### config.mk
export PLATFORM = sky130hd
export DESIGN_NAME = otter_cu_seq
export DESIGN_NICKNAME = d
export VERILOG_FILES = /design/src/rtl/otter_cu_seq.sv
export SDC_FILE = /design/constraint.sdc
export NUM_CORES = 1
export LEC_CHECK = 0
export CAP_MARGIN = 20
export CELL_PAD_IN_SITES_DETAIL_PLACEMENT = 0
export CELL_PAD_IN_SITES_GLOBAL_PLACEMENT = 2
export CORE_ASPECT_RATIO = 1.75
export CORE_MARGIN = 3
export CORE_UTILIZATION = 24
export DETAILED_ROUTE_END_ITERATION = 12
export GPL_TIMING_DRIVEN = 1
export PLACE_DENSITY = 0.85
export SLEW_MARGIN = 40
export SYNTH_ARGS = -nofsm -noshare
export SYNTH_HDL_FRONTEND = slang
export SYNTH_SLANG_ARGS = --single-unit
### constraint.sdc
create_clock -name clk -period 2.8 [get_ports clk]
set_clock_uncertainty 0.2 [all_clocks]
set_input_delay 0.42 -clock clk [delete_from_list [all_inputs] [get_ports clk]]
set_output_delay 0.42 -clock clk [all_outputs]
set_load 0.05 [all_outputs]
### src/rtl/otter_cu_seq.sv
// Multi-cycle OTTER control unit: instruction register, FETCH/EXEC/WB/INTR
// sequencer, instruction decode and prioritised edge-latched interrupt logic.
module otter_cu_seq #(
   parameter int NUM_IRQ     = 4,
   parameter int MEM_WAIT_EN = 1,
   parameter int IRQ_W       = (NUM_IRQ > 1) ? $clog2(NUM_IRQ) : 1
) (
   input  logic               clk,
   input  logic               rst_n,
   input  logic [31:0]        mem_rdata,
   input  logic               mem_ready,
   input  logic [NUM_IRQ-1:0] irq,
   input  logic               mie,
   input  logic               br_eq,
   input  logic               br_lt,
   input  logic               br_ltu,
   output logic               pc_write,
   output logic               rf_write,
   output logic               mem_rden1,
   output logic               mem_rden2,
   output logic               mem_we2,
   output logic               csr_we,
   output logic               int_taken,
   output logic [IRQ_W-1:0]   irq_id,
   output logic               illegal_op,
   output logic [3:0]         alu_func,
   output logic               alu_src_sel_a,
   output logic [1:0]         alu_src_sel_b,
   output logic [2:0]         pc_src_sel,
   output logic [1:0]         rfile_w_sel
);

   localparam logic [1:0] FETCH = 2'd0;
   localparam logic [1:0] EXEC  = 2'd1;
   localparam logic [1:0] WB    = 2'd2;
   localparam logic [1:0] INTR  = 2'd3;

   localparam logic [6:0] OP_R      = 7'b0110011;
   localparam logic [6:0] OP_IMM    = 7'b0010011;
   localparam logic [6:0] OP_LUI    = 7'b0110111;
   localparam logic [6:0] OP_AUIPC  = 7'b0010111;
   localparam logic [6:0] OP_JAL    = 7'b1101111;
   localparam logic [6:0] OP_JALR   = 7'b1100111;
   localparam logic [6:0] OP_BRANCH = 7'b1100011;
   localparam logic [6:0] OP_LOAD   = 7'b0000011;
   localparam logic [6:0] OP_STORE  = 7'b0100011;
   localparam logic [6:0] OP_SYSTEM = 7'b1110011;

   logic [1:0]         state;
   logic [1:0]         next_state;
   logic [31:0]        ir;
   logic [NUM_IRQ-1:0] pending;
   logic [NUM_IRQ-1:0] irq_q;
   logic [NUM_IRQ-1:0] pend_clr;
   logic [NUM_IRQ-1:0] sel_onehot;
   logic [IRQ_W-1:0]   irq_sel;
   logic               ready;
   logic               cmp;
   logic [6:0]         opcode;
   logic [2:0]         f3;
   logic               unused_ir;

   assign ready     = (MEM_WAIT_EN != 0) ? mem_ready : 1'b1;
   assign opcode    = ir[6:0];
   assign f3        = ir[14:12];
   assign unused_ir = ^{ir[31], ir[29:15], ir[11:7]};

   always_ff @(posedge clk or negedge rst_n) begin
      if (!rst_n) begin
         state   <= FETCH;
         ir      <= '0;
         pending <= '0;
         irq_q   <= '0;
      end else begin
         state <= next_state;
         irq_q <= irq;
         // new edges are OR'd in after the clear so a same-cycle edge survives
         pending <= (pending & ~pend_clr) | (irq & ~irq_q);
         if (state == FETCH && ready)
            ir <= mem_rdata;
      end
   end

   // lowest index wins: scan downward so the last hit is the smallest index
   always_comb begin
      irq_sel    = '0;
      sel_onehot = '0;
      for (int i = NUM_IRQ - 1; i >= 0; i--) begin
         if (pending[i]) begin
            irq_sel       = IRQ_W'(i);
            sel_onehot    = '0;
            sel_onehot[i] = 1'b1;
         end
      end
   end

   always_comb begin
      cmp = 1'b0;
      case (f3[2:1])
         2'd0:    cmp = br_eq;
         2'd2:    cmp = br_lt;
         2'd3:    cmp = br_ltu;
         default: cmp = 1'b0;
      endcase
   end

   always_comb begin
      next_state    = state;
      pend_clr      = '0;
      pc_write      = 1'b0;
      rf_write      = 1'b0;
      mem_rden1     = 1'b0;
      mem_rden2     = 1'b0;
      mem_we2       = 1'b0;
      csr_we        = 1'b0;
      int_taken     = 1'b0;
      irq_id        = '0;
      illegal_op    = 1'b0;
      alu_func      = 4'd0;
      alu_src_sel_a = 1'b0;
      alu_src_sel_b = 2'd0;
      pc_src_sel    = 3'd0;
      rfile_w_sel   = 2'd0;
      case (state)
         FETCH: begin
            mem_rden1 = 1'b1;
            if (ready)
               next_state = EXEC;
         end
         EXEC: begin
            case (opcode)
               OP_R: begin
                  alu_func    = {ir[30], f3};
                  rfile_w_sel = 2'd3;
                  rf_write    = 1'b1;
                  pc_write    = 1'b1;
               end
               OP_IMM: begin
                  alu_func      = {(f3 == 3'b101) ? ir[30] : 1'b0, f3};
                  alu_src_sel_b = 2'd1;
                  rfile_w_sel   = 2'd3;
                  rf_write      = 1'b1;
                  pc_write      = 1'b1;
               end
               OP_LUI: begin
                  alu_src_sel_a = 1'b1;
                  alu_func      = 4'd9;
                  rfile_w_sel   = 2'd3;
                  rf_write      = 1'b1;
                  pc_write      = 1'b1;
               end
               OP_AUIPC: begin
                  alu_src_sel_a = 1'b1;
                  alu_src_sel_b = 2'd3;
                  rfile_w_sel   = 2'd3;
                  rf_write      = 1'b1;
                  pc_write      = 1'b1;
               end
               OP_JAL: begin
                  pc_src_sel = 3'd3;
                  rf_write   = 1'b1;
                  pc_write   = 1'b1;
               end
               OP_JALR: begin
                  pc_src_sel = 3'd1;
                  rf_write   = 1'b1;
                  pc_write   = 1'b1;
               end
               OP_BRANCH: begin
                  pc_src_sel = (cmp != f3[0]) ? 3'd2 : 3'd0;
                  pc_write   = 1'b1;
               end
               OP_SYSTEM: begin
                  if (f3[0]) begin
                     csr_we      = 1'b1;
                     rf_write    = 1'b1;
                     rfile_w_sel = 2'd1;
                  end else begin
                     pc_src_sel = 3'd5;
                  end
                  pc_write = 1'b1;
               end
               OP_STORE: begin
                  alu_src_sel_b = 2'd2;
                  mem_we2       = 1'b1;
                  pc_write      = ready;
               end
               OP_LOAD: begin
                  alu_src_sel_b = 2'd1;
                  mem_rden2     = 1'b1;
                  if (ready)
                     next_state = WB;
               end
               default: begin
                  illegal_op = 1'b1;
                  pc_write   = 1'b1;
               end
            endcase
         end
         WB: begin
            rfile_w_sel = 2'd2;
            rf_write    = ready;
            pc_write    = ready;
         end
         default: begin
            int_taken  = 1'b1;
            pc_write   = 1'b1;
            pc_src_sel = 3'd4;
            irq_id     = irq_sel;
            pend_clr   = sel_onehot;
            next_state = FETCH;
         end
      endcase
      // interrupts are only considered once the current instruction retires
      if ((state == EXEC || state == WB) && pc_write)
         next_state = (mie && (|pending)) ? INTR : FETCH;
   end

endmodule

# Yosys cells after proc, flatten, opt, wreduce, memory -nomap -nowiden
# Index checks and enable logic that the tools add are counted.
[op_classes]
eq_ne = 20
n_mux = 46
bitwise_logic = 5
n_reduce_logical = 15
[op_table]
columns = ["cell", "count"]
rows = [
  ["7-bit equality test, second input constant", 4],
  ["2-bit two-way mux", 12],
  ["4-bit two-way mux", 6],
  ["7-bit by 6-bit equality test with 1-bit output, second input constant", 3],
  ["1-bit two-way mux", 15],
  ["7-bit by 5-bit equality test with 1-bit output, second input constant", 2],
  ["2-bit one-hot mux with 3 select lines", 2],
  ["3-bit one-hot mux with 4 select lines", 1],
  ["4-bit one-hot mux with 3 select lines", 1],
  ["10-bit OR reduction", 1],
  ["4-bit AND", 2],
  ["4-bit inverter", 2],
  ["2-bit one-hot mux with 2 select lines", 2],
  ["4-bit OR reduction", 2],
  ["7-bit by 2-bit equality test with 1-bit output, second input constant", 1],
  ["2-bit equality test, second input constant", 3],
  ["3-bit by 2-bit inequality test with 1-bit output, second input constant", 2],
  ["1-bit one-hot mux with 2 select lines", 3],
  ["1-bit one-hot mux with 3 select lines", 2],
  ["3-bit one-hot mux with 2 select lines", 1],
  ["2-bit OR reduction", 3],
  ["6-bit OR reduction", 1],
  ["2-bit zero test", 2],
  ["4-bit bitwise OR", 1],
  ["other kinds (10)", 12],
]
[totals]
register_bits = 41
output_inout_bits = 22
word_cells = 90

# Depth between registers and ports, before layout
[depth]
ltp_word = 8
mapped_depth = 7
mapped_depth_nobuf = 7

# Worst setup path before layout
# Ideal clock, no wire load.
[synth_path]
path_type = "reg2out"
start = "register state[1]"
end = "output port illegal_op"
arrival_time_ns = 2.570
slack_ns = -0.390
path_stages_with_launch = 5
path_buffers = 1
path_cell_list = "dfrtp_1 -> inv_1 -> ha_1 -> clkbuf_1 -> nor4b_1"
[synth_via]
elab_chain_cells = 2
[synth_rtl]
columns = ["item", "line_no", "text"]
rows = [
  ["start, declared", "49", "logic [1:0] state;"],
  ["start signal, assigned", "75", "state <= next_state;"],
  ["2-bit by 1-bit equality test with 1-bit output", "124", "case (state)"],
  ["1-bit two-way mux", "124", ""],
  ["end, declared", "25", "output logic illegal_op,"],
]
# No other way between the ends.

# Worst setup path after layout
[layout_path]
start = "input port br_ltu"
end = "output port pc_src_sel[1]"
[layout_via]
elab_chain_cells = 5
[layout_rtl]
columns = ["item", "line_no", "text"]
rows = [
  ["start, declared", "16", "input logic br_ltu,"],
  ["1-bit one-hot mux with 3 select lines", "99", "case (f3[2:1])"],
  ["1-bit inequality test", "170", "pc_src_sel = (cmp != f3[0]) ? 3'd2 : 3'd0;"],
  ["2-bit two-way mux", "170", ""],
  ["3-bit one-hot mux with 4 select lines", "131", "case (opcode)"],
  ["3-bit one-hot mux with 2 select lines", "124", ""],
  ["end, declared", "29", "output logic [2:0] pc_src_sel,"],
]
# No other way between the ends.

==> flow_summary_export.csv <==
group,metric,value,unit
cts,numCtsBuffers,3,
worst_setup_path,endpoint_kind,"output port",
synthesis,ys_seq_area_share,41.4,%
pwr,p_leak,0.821,nW
synthesis,synth_seq_cells,21,
synthesis,syn_nets,178,
cts,cts_hold_buf,0,
routing,first_pass_iters,3,
routing,drtAntennaViolNets,0,
floorplan,core_area,5060,um2
synthesis,synthArstFlopShare,100,%
cells_and_area,nets,224,
sta,max_slew_margin,66.9,%
worst_setup_path,crit_arrival,2060,ps
place,dp_slack,4.70,ps
floorplan,die_w,61.0,um
sta,finalMaxSlewViolations,0,
floorplan,die_y,102,um
routing,wl_per_cell,13.0,um
pwr,swShare,43.8,%
place,place_hpwl,2500,um
grt,antenna_found_initial,0,
floorplan,dieArea,6240,um2
routing,drtIter0Drc,13,
sta,setup_viol,0,
synthesis,synth_edf_count,0,
floorplan,io_pins,65,
cts,root_buffer,"clkbuf_8",
min_path,hold_path.class,"register to register",
pwr,power_frac_seq,31.5,%
grt,gr-total-overflow,0,
synthesis,yosys_most_used_dff,"dfrtp_1",
grt,grt_max_degree,22,
cells_and_area,drive_above_1_share,28.6,%
grt,grt_pass1_vias,1064,
sta,rsz0062_at_grt,"true",
synthesis,syn_inst,130,
cells_and_area,final_cell_mix,"clkdlybuf4s50_1, dfrtp_1, nor2_1, buf_12, inv_1",
cts,clk_latency,250,ps
cts,cts_buffer_depth,2,
cells_and_area,n_antenna_cell,0,
cells_and_area,finish.utilization,38.3,%
cts,h-tree-depth,1,
floorplan,fp-row-count,34,
pwr,clkPwrFrac,10.7,%
cells_and_area,final_common_cell,"clkdlybuf4s50_1",
pwr,p_per_area,908,nW/um2
sta,finalWorstSetupSlack,121,ps
synthesis,synth.avg_cell_area,9.77,um2
grt,grt_usage,10.5,%
pwr,power.internal,0.990,mW
routing,avgViaCountPerCell,4.66,
place,portBuffers,43,
sta,finalCriticalPeriod,2680,ps
routing,routed_wirelength,2980,um
worst_setup_path,start_kind,"input port",
cts,cts_tree,"yes",
synthesis,syn-cell-area,1270,um2
run_status,status,"completed",
sta,finalSetupTns,0,ps
pwr,vdd.ir_drop.worst,0.367,mV
floorplan,start_util,25.1,%
synthesis,yosysWarnings,0,
grt,grt_pass1_wl,5000,um
worst_setup_path,rrSetupSlack,820,ps
routing,num_vias,1068,
routing,drcViolationCount,0,
worst_setup_path,critical_path_class,"input port to output port",
cts,clkSinkCount,21,
sta,hold_viol_final,0,
run,drv_cap,0,
cells_and_area,fillCellCount,522,
pwr,comb_power_share,57.9,%
cts,postCtsSetupBuffers,0,
pwr,switchingPower,0.772,mW
synthesis,ys_types,42,
sta,fin_crit_sh,95.7,%
worst_setup_path,worstPathRequired,2180,ps
sta,worst_pin_slew,495,ps
worst_setup_path,crit_fanout,1,
place,gp_congestion,0.715,
cells_and_area,syn2layout_area_growth,52.8,%
cts,clk_pin_slew_worst_paths,70,ps
pwr,power,1.76,mW
sta,fmax,0.373,GHz
cts,ctsResizeCount,0,
[Yosys cell counts (2+ instances only)]
library cell / instances / area share [%]
nor3b_1: 3 / 1.8
nand3b_1: 2 / 1.2
a21oi_1: 7 / 2.8
o21ai_0: 6 / 2.4
buf_2: 2 / 0.79
mux2i_1: 3 / 2.4
dfrtp_1: 21 / 41
inv_1: 12 / 3.5
nand3_1: 3 / 1.2
ha_1: 5 / 4.9
mux2_2: 11 / 9.8
nand2_1: 11 / 3.3
o22ai_1: 2 / 0.99
nor2_1: 13 / 3.8
buf_6: 2 / 1.8
[sequential cells by signal (all words and copies together) (netlist names)]
name     cells
pending      4
ir          11
state        2
irq_q        4
[layout make-up]
class                   instances  area, um2  share of cell area (%)
clock buffers                   3       41.3                    2.13
clock inverters                 1       5.00                   0.258
inverters                      12       45.0                    2.32
multi-input cells              92        688                    35.5
flip-flops and latches         21        526                    27.1
well taps                      54       67.6                    3.48
repair buffers                 46        568                    29.3
[kinds of logic after synthesis]
| logic type | Yosys count | share of synthesized area (%) |
|---|---|---|
| muxes | 15 | 13.0 |
| AOI/OAI and AO/OA | 23 | 11.6 |
| adders and majority gates | 5 | 4.93 |
| DFF | 21 | 41.4 |
| xor gates and xnor gates | 1 | 0.690 |
| buffers and inverters | 17 | 6.40 |
| and+or+nand+nor | 48 | 22.0 |
[path summary, 6_finish.rpt]
| check | from | to | cells past startpoint |
|---|---|---|---|
| worst max-delay path | br_ltu | pc_src_sel[1] | 7 |
| worst max register to register | state[0] | state[0] | 7 |
| min in group asynchronous | rst_n | irq_q[2] | 2 |
| max in group asynchronous | rst_n | ir[6] | 2 |
| worst min register to register | irq_q[1] | pending[1] | 1 |
| worst min-delay path | irq_q[1] | pending[1] | 1 |
[worst max-delay path, cell delays in order]
cell and delay, ps:
clkdlybuf4s50_1 390, mux2_1 300, a22oi_2 210, xor2_1 80, or3_1 320, a21oi_2 180, buf_12 160
[power groups by stage]
stage / combinational, mW / sequential [mW] / clock, mW
finish: 1.02 / 0.554 / 0.188
global route: 1.10 / 0.580 / 0.210
CTS: 1.03 / 0.553 / 0.199
detailed placement: 1.02 / 0.559 / 0
global placement: 1.01 / 0.553 / 0
floorplan: 0.753 / 0.496 / 0
[per-stage QoR]
stage | instances | hold slack (ps) | cell area (um2)
global route | 229 | 252 | 1940
detailed placement | 225 | 212 | 1890
CTS | 229 | 222 | 1930
finish | 229 | 217 | 1940
global placement | 225 | 205 | 1890
floorplan | 130 | -75.6 | 1290
[per-layer routing]
metal	routed length [um]	GRT usage [%]	up-vias
li1	-	-	541
met1	1150	12.3	492
met2	1630	17.7	27
met3	86	1.14	8
met4	121	6.18	0
met5	0	0	-
Power figures use the tool's default switching activity.
